===== src/rtl/la_capture_engine.sv =====
// Capture controller for the logic analyzer: manages a circular sample buffer with a
// programmable pre-trigger window, and exposes its control registers on the daisy-chained bus.
module la_capture_engine #(
  parameter int unsigned BASE_ADDR    = 0,
  parameter int unsigned SAMPLE_DEPTH = 4096,
  parameter int unsigned ADDR_WIDTH   = $clog2(SAMPLE_DEPTH)
) (
  input  logic                  clk,
  input  logic                  rst,
  input  logic                  trig_i,
  input  logic [15:0]           addr_i,
  input  logic [15:0]           wdata_i,
  input  logic [15:0]           rdata_i,
  input  logic                  rw_i,
  input  logic                  valid_i,
  output logic [15:0]           addr_o,
  output logic [15:0]           wdata_o,
  output logic [15:0]           rdata_o,
  output logic                  rw_o,
  output logic                  valid_o,
  output logic [ADDR_WIDTH-1:0] bram_addr_o,
  output logic                  bram_we_o
);

  typedef enum logic [2:0] {
    StIdle           = 3'd0,
    StMoveToPosition = 3'd1,
    StInPosition     = 3'd2,
    StCapturing      = 3'd3,
    StCaptured       = 3'd4
  } state_e;

  localparam logic [ADDR_WIDTH-1:0] LastIdx = ADDR_WIDTH'(SAMPLE_DEPTH - 1);

  function automatic logic [ADDR_WIDTH-1:0] ptr_inc(input logic [ADDR_WIDTH-1:0] p);
    return (p == LastIdx) ? '0 : p + ADDR_WIDTH'(1);
  endfunction

  state_e                state_q, state_d;
  logic                  req_start_q, start_prev_q, req_stop_q, stop_prev_q;
  logic                  trigger_mode_q;
  logic [ADDR_WIDTH-1:0] trigger_loc_q, read_ptr_q, read_ptr_d, write_ptr_q, write_ptr_d;
  logic [15:0]           addr_q, wdata_q, rdata_q;
  logic                  rw_q, valid_q;

  // Unsigned offset wraps to a large value when addr_i is below BASE_ADDR.
  logic [16:0] offset_full;
  logic [2:0]  offset;
  logic        in_range, bus_wr, bus_rd;
  logic [15:0] reg_rdata;

  assign offset_full = {1'b0, addr_i} - 17'(BASE_ADDR);
  assign offset      = offset_full[2:0];
  assign in_range    = (offset_full < 17'd7);
  assign bus_wr      = valid_i & rw_i & in_range;
  assign bus_rd      = valid_i & ~rw_i & in_range;

  always_comb begin
    reg_rdata = '0;
    unique case (offset)
      3'd0:    reg_rdata = 16'(state_q);
      3'd1:    reg_rdata = 16'(req_start_q);
      3'd2:    reg_rdata = 16'(req_stop_q);
      3'd3:    reg_rdata = 16'(trigger_loc_q);
      3'd4:    reg_rdata = 16'(trigger_mode_q);
      3'd5:    reg_rdata = 16'(read_ptr_q);
      3'd6:    reg_rdata = 16'(write_ptr_q);
      default: reg_rdata = '0;
    endcase
  end

  always_ff @(posedge clk or posedge rst) begin
    if (rst) begin
      addr_q  <= '0;
      wdata_q <= '0;
      rdata_q <= '0;
      rw_q    <= 1'b0;
      valid_q <= 1'b0;
    end else begin
      addr_q  <= addr_i;
      wdata_q <= wdata_i;
      rdata_q <= bus_rd ? reg_rdata : rdata_i;
      rw_q    <= rw_i;
      valid_q <= valid_i;
    end
  end

  assign addr_o  = addr_q;
  assign wdata_o = wdata_q;
  assign rdata_o = rdata_q;
  assign rw_o    = rw_q;
  assign valid_o = valid_q;

  always_ff @(posedge clk or posedge rst) begin
    if (rst) begin
      req_start_q    <= 1'b0;
      start_prev_q   <= 1'b0;
      req_stop_q     <= 1'b0;
      stop_prev_q    <= 1'b0;
      trigger_loc_q  <= '0;
      trigger_mode_q <= 1'b0;
    end else begin
      start_prev_q <= req_start_q;
      stop_prev_q  <= req_stop_q;
      if (bus_wr && offset == 3'd1) req_start_q <= wdata_i[0];
      if (bus_wr && offset == 3'd2) req_stop_q <= wdata_i[0];
      if (bus_wr && state_q == StIdle) begin
        if (offset == 3'd3) begin
          trigger_loc_q <= (17'(wdata_i) >= 17'(SAMPLE_DEPTH)) ? LastIdx
                                                               : wdata_i[ADDR_WIDTH-1:0];
        end
        if (offset == 3'd4) trigger_mode_q <= wdata_i[0];
      end
    end
  end

  logic                  start_pulse, stop_pulse, terminal;
  logic [ADDR_WIDTH-1:0] write_ptr_inc;

  assign start_pulse   = req_start_q & ~start_prev_q;
  assign stop_pulse    = req_stop_q & ~stop_prev_q;
  assign write_ptr_inc = ptr_inc(write_ptr_q);
  // The write at read_ptr-1 closes the ring: buffer then holds exactly SAMPLE_DEPTH samples.
  assign terminal      = (write_ptr_inc == read_ptr_q);

  always_ff @(posedge clk or posedge rst) begin
    if (rst) begin
      state_q     <= StIdle;
      read_ptr_q  <= '0;
      write_ptr_q <= '0;
    end else begin
      state_q     <= state_d;
      read_ptr_q  <= read_ptr_d;
      write_ptr_q <= write_ptr_d;
    end
  end

  always_comb begin
    state_d     = state_q;
    read_ptr_d  = read_ptr_q;
    write_ptr_d = write_ptr_q;
    if (stop_pulse) begin
      state_d = StIdle;
    end else begin
      unique case (state_q)
        StIdle: begin
          if (start_pulse) begin
            read_ptr_d  = '0;
            write_ptr_d = '0;
            if (trigger_mode_q)           state_d = StCapturing;
            else if (trigger_loc_q == '0) state_d = StInPosition;
            else                          state_d = StMoveToPosition;
          end
        end
        StMoveToPosition: begin
          write_ptr_d = write_ptr_inc;
          if (write_ptr_inc == trigger_loc_q) state_d = StInPosition;
        end
        StInPosition: begin
          write_ptr_d = write_ptr_inc;
          if (trig_i) state_d = terminal ? StCaptured : StCapturing;
          else        read_ptr_d = ptr_inc(read_ptr_q);
        end
        StCapturing: begin
          write_ptr_d = write_ptr_inc;
          if (terminal) state_d = StCaptured;
        end
        StCaptured: ;
        default: state_d = StIdle;
      endcase
    end
  end

  always_comb begin
    bram_we_o = 1'b0;
    unique case (state_q)
      StMoveToPosition, StInPosition, StCapturing: bram_we_o = 1'b1;
      default:                                     bram_we_o = 1'b0;
    endcase
  end

  assign bram_addr_o = write_ptr_q;

endmodule


===== config.mk =====
export PLATFORM = sky130hd
export DESIGN_NAME = la_capture_engine
export DESIGN_NICKNAME = d
export VERILOG_FILES = /design/src/rtl/la_capture_engine.sv
export SDC_FILE = /design/constraint.sdc
export NUM_CORES = 1
export LEC_CHECK = 0
export BUFFER_PORTS_ARGS = -buffer_cell sky130_fd_sc_hd__buf_2
export CAP_MARGIN = 25
export CORE_MARGIN = 1.5
export CORE_UTILIZATION = 50
export DETAILED_ROUTE_END_ITERATION = 6
export PLACE_DENSITY = 0.75
export SYNTH_ARGS = -nofsm -noshare
export SYNTH_HDL_FRONTEND = slang
export SYNTH_SLANG_ARGS = --single-unit

===== constraint.sdc =====
create_clock -name clk -period 4.3 [get_ports clk]
set_input_delay 0.86 -clock clk [delete_from_list [all_inputs] [get_ports clk]]
set_output_delay 0.86 -clock clk [all_outputs]
set_load 0.005 [all_outputs]

# Word-level counts from Yosys, hierarchy flattened
# Cells that the tools add are included.
[totals]
input_bits = 53
out_inout_bits = 63
word_cells = 82
reg_bits = 94
[classes]
n_lt_le_gt_ge = 2
eq_ne = 21
add_sub_neg = 2
n_mux = 19
bitwise = 10
n_reduce_logical = 14
[op_table]
columns = ["operator", "count"]
rows = [
  ["$pmux W12 S7", 1],
  ["$mux W12", 5],
  ["$pmux W12 S2", 2],
  ["$add A12 B1 Y12 const B", 2],
  ["$eq A12 B12 Y1", 2],
  ["$eq A12 B12 Y1 const B", 2],
  ["$mux W3", 6],
  ["$ge A16 B13 Y1 const B", 1],
  ["$lt A16 B3 Y1 const B", 1],
  ["$mux W16", 1],
  ["$pmux W3 S5", 1],
  ["$eq A3 B2 Y1 const B", 4],
  ["$eq A3 B3 Y1 const B", 4],
  ["$logic_not A12 Y1", 1],
  ["$ne A3 B3 Y1 const B", 4],
  ["$and A1 B1 Y1", 6],
  ["$eq A3 B1 Y1 const B", 2],
  ["$logic_not A3 Y1", 2],
  ["$ne A2 B2 Y1 const B", 3],
  ["$reduce_and A5 Y1", 1],
  ["$mux W2", 2],
  ["$not A1 Y1", 4],
  ["$reduce_and A2 Y1", 2],
  ["$reduce_and A4 Y1", 1],
  ["5 further kinds", 8],
]

# Longest topological paths before layout
[depth]
depth_word = 7
mapped_depth = 11
depth_no_buf = 9

# Least setup slack after synthesis
# Ideal clock, no wire load.
[synth_path]
kind = "flip-flop to flip-flop"
start = "register write_ptr_q[0], in the netlist bram_addr_o[0]"
end = "register state_q[0]"
path_buffers = 2
slack_ns = 1.256
arrival_time_ns = 2.902
required_time_ns = 4.157
stages_incl_launch_ff = 12
period_less_slack_ns = 3.044
setup_ns = 0.143
path_cell_list = "dfrtp_1 -> ha_1 -> buf_4 -> nand3_2 -> or3_1 -> buf_2 -> and3_1 -> a221o_1 -> or4_4 -> o41a_1 -> a22oi_2 -> o221ai_1"
[synth_between]
elab_chain_len = 7
elab_cells_between_ends = 12
classes_between = "add/sub (1); eq/ne (5); mux (5); reduce/logical (1)"
[synth_rtl]
columns = ["element", "line_no", "text"]
rows = [
  ["start: declaration", "42", "logic [ADDR_WIDTH-1:0] trigger_loc_q, read_ptr_q, read_ptr_d, write_ptr_q, write_ptr_d;"],
  ["start signal: assignment", "134", "write_ptr_q <= write_ptr_d;"],
  ["$add A12 B1 Y12 or $eq A12 B12 Y1 (tied branches)", "36", "return (p == LastIdx) ? '0 : p + ADDR_WIDTH'(1);"],
  ["$mux W12 *", "36", ""],
  ["$eq A12 B12 Y1", "124", "assign terminal = (write_ptr_inc == read_ptr_q);"],
  ["$mux W3 (2 in a row)", "161", "if (trig_i) state_d = terminal ? StCaptured : StCapturing;"],
  ["$pmux W3 S5", "145", "unique case (state_q)"],
  ["$mux W3", "142", "if (stop_pulse) begin"],
  ["end signal: assignment", "128", "state_q <= StIdle;"],
  ["end signal: assignment", "132", "state_q <= state_d;"],
  ["end: declaration", "39", "state_e state_q, state_d;"],
]
# Every way passes the cells marked *; elsewhere a longest branch is shown, timed or not. The select of a mux whose other input is x is not followed.
# A chain may end at the register's enable or synchronous reset.

# Final worst setup path
# Ends and elaborated chain as after synthesis.

==> key figures <==
Layout
  • Fill cells: 807
  • Share of cells above drive strength 1: 0.2397
  • Diodes inserted: 0
  • Layout Nets: 659
  • Area grow syn2layout: 16.53%

CTS
  • Post_cts resized: 0
  • CTS HTree Levels: 3
  • CTS tree: built
  • Clock-pin slew on the worst setup and hold paths: 0.10 ns
  • Clock buffer depth: 2
  • Post-CTS Setup Repair Bufs: 0
  • CTS root buffer: clkbuf_8
  • Total clock sinks: 94
  • Hold-fix buffers, CTS: 0
  • Worst-skew pair later-pin latency: 0.37 ns
  • Num CTS Buffers: 9

Worst setup path
  • CP Data Required Time: 4.54 ns
  • Critical path depth in cells: 10
  • CP top delay family: simple AND/OR/NAND/NOR gates
  • CP Capture Type: flop
  • Max FO, Critical Path: 9
  • Crit Path Category: reg2reg
  • CP max-delay cell: nor3_1
  • CP Cell Sequence: ha_1 > nand3_2 > nor3_1 > buf_4 > a211o_1 > o2111ai_1 > or4_4 > o41a_1 > a22oi_2 > o221ai_1
  • Critical Path AT: 3.70 ns
  • WP buf/inv: 1
  • Worst Reg-to-Reg Cells: 10
  • Critical Path Start Type: flop
  • Max incr delay on CP: 0.60 ns

STA
  • Max Clk Rate: 0.2886 GHz
  • Final hold vios: 0
  • Unrepaired setup endpoints after global routing: false
  • Slew Limit Fails: 0
  • Minimum clock period: 3.465 ns
  • Layout Skew: 0.01099 ns
  • Total negative setup slack: 0 ns
  • Worst slew pin tran: 1.014 ns
  • Rel. slew slack: 0.3192
  • Tcrit/Tclk final: 0.8058
  • Final setup fails: 0

Synth
  • Seq cells post-synth: 94
  • EDFF count, synth: 0
  • Cell area after synthesis: 4747 um^2
  • Seq/Total Area, Yosys: 0.4955
  • Syn Inst Count: 509
  • Post-synth ARST share: 1.000
  • Synth warn: 0
  • Synthesized net count: 564
  • Top_reg_cell synth: dfrtp_1
  • Netlist cell types: 59
  • Mean Syn Cell Area: 9.326 um^2

Worst hold path
  • Cell depth of the worst hold path: 0
  • Hold Crit Class: reg2reg

Die
  • Initial Util: 0.5137
  • Ports: 116
  • Rows: 35
  • Width of the die: 100.4 um
  • Core Region: 9240 um^2
  • Die height: 100.4 um
  • DIE AREA: 10090 um^2

Global route
  • GRT overflow: 0
  • GRT Overall Usage: 0.2743
  • Antenna violations before repair: 0
  • Largest net degree at the start of global routing: 47
  • First-pass GRT wire length: 21220 um
  • Vias in the first global route: 4017

Place
  • Port bufs: 115
  • Dpl hpwl: 9893 um
  • RD Place Congestion: 1.023

Pwr
  • Switching Share: 0.3934
  • Clock power share: 0.221
  • VDD IR max: 0.1975 mV
  • Final Power: 2545 uW
  • PD cells: 460.1 nW/um^2
  • Seq pwr share: 0.433
  • Internal: 1544 uW
  • NetSw: 1001 uW
  • Gate power share: 0.346
  • P_leak: 0.002527 uW

Drt
  • Residual DRC count: 0
  • DR vias: 4291
  • Vias per cell: 5.814
  • WL/cell: 18.10 um
  • DRT iter0 DRCs: 379
  • First-pass DRT Iterations: 5
  • Final wirelength: 13360 um
  • Post-DRT Antenna Nets: 0

Status
  • Status: completed

Flow run
  • Max-cap violations: 0
## path summary, 6_finish.rpt
path	end	from	slack, ns
worst min-delay path	stop_prev_q	req_stop_q	0.42
worst max-delay path	state_q[0]	bram_addr_o[0]	0.83
min in group asynchronous	wdata_o[15]	rst	0.60
worst min register to register	stop_prev_q	req_stop_q	0.42
max in group asynchronous	read_ptr_q[0]	rst	2.79
worst max register to register	state_q[0]	bram_addr_o[0]	0.83
## placed cells by master (no fill, tap or decap), types with 4 or more instances in the layout
master,Yosys,final
or3_1,4,4
nand3_1,19,19
a22oi_1,10,10
dfrtp_1,94,94
clkbuf_8,0,9
inv_1,6,5
and3_1,9,9
nor2_1,60,60
nor3_1,13,13
buf_2,8,115
o21ai_0,50,50
nand2_1,47,47
xor2_1,7,7
a211o_1,4,4
a21oi_1,29,29
nor4_1,6,6
and2_1,9,9
mux2i_1,5,5
nand2b_1,4,4
buf_4,5,5
xnor2_1,16,16
o31ai_1,5,5
nor2b_1,10,10
a22o_1,14,14
## power groups by stage
stage	sequential, uW	combinational (uW)	clock [uW]
after floorplan	1040	659	0
after global placement	1110	861	0
after detailed placement	1110	864	0
after CTS	1100	871	578
after global routing	1120	974	607
final	1100	880	564
## metal layers
layer	vias to the layer above	share of wire	track usage
met3	30	0.082	0.05710
met5	-	0	0
li1	1998	-	-
met4	0	0.031	0.1029
met2	231	0.47	0.4406
met1	2032	0.42	0.3672
## cells in the mapped netlist (3+ instances only)
library cell  instances  area [um^2]
dfrtp_1              94         2352
nor2_1               60        225.2
a211oi_1              3        22.52
a22oi_1              10        75.07
and3_1                9        56.30
a22o_1               14        122.6
buf_4                 5        37.54
a21oi_1              29        145.1
nand3_1              19        95.09
nor3_1               13        65.06
xnor2_1              16        140.1
xor2_1                7        61.31
o221ai_1              3        26.28
o21ai_0              50        250.2
inv_1                 6        22.52
nand2b_1              4        25.02
buf_2                 8        40.04
mux2i_1               5        50.05
nor4b_1               3        26.28
nor2b_1              10        62.56
and2_1                9        56.30
o31ai_1               5        37.54
a211o_1               4        35.03
or3_1                 4        25.02
nor4_1                6        37.54
clkbuf_1             21        78.83
mux2_2                3        33.78
nand4_1               3        18.77
nand2_1              47        176.4
or4_1                 3        22.52
## metrics by stage
stage	instance area [um^2]	hold slack [ns]	worst slack [ns]	std cells	util
after global routing	5532	0.4409	0.6365	738	0.5986
after CTS	5532	0.4229	0.9143	738	0.5986
after global placement	5351	0.3957	1.022	722	0.5791
after floorplan	4747	0.3815	0.9913	509	-
final	5532	0.4226	0.8350	738	0.5986
after detailed placement	5351	0.4034	0.9452	722	0.5791
## kinds of logic after synthesis
group,after synthesis,share of synthesized area
adder cells (fa/ha/maj),2,0.005271
AND/OR/NAND/NOR,198,0.2037
AO/OA/AOI/OAI,142,0.1945
flip-flops,94,0.4955
XOR/XNOR,23,0.04243
multiplexers,8,0.01766
buffers and inverters,42,0.04085
## registers in the layout, summed over array words and instances (netlist names), 3 cells and up
signal	cells
trigger_loc_q	12
addr_o	16
wdata_o	16
rdata_o	16
bram_addr_o	12
state_q	3
read_ptr_q	12
## final cells by class
class                      count  area [um^2]  share of cell area
sequential                    94         2352              0.4252
multi-input combinational    373         2201              0.3979
timing repair buffer         120        613.1              0.1108
tap                          129        161.4             0.02918
clock buffer                  10        127.6             0.02307
clock inverter                 6        52.55            0.009500
inverter                       6        23.77            0.004298
No activity file was read; power rests on OpenSTA's default activity.
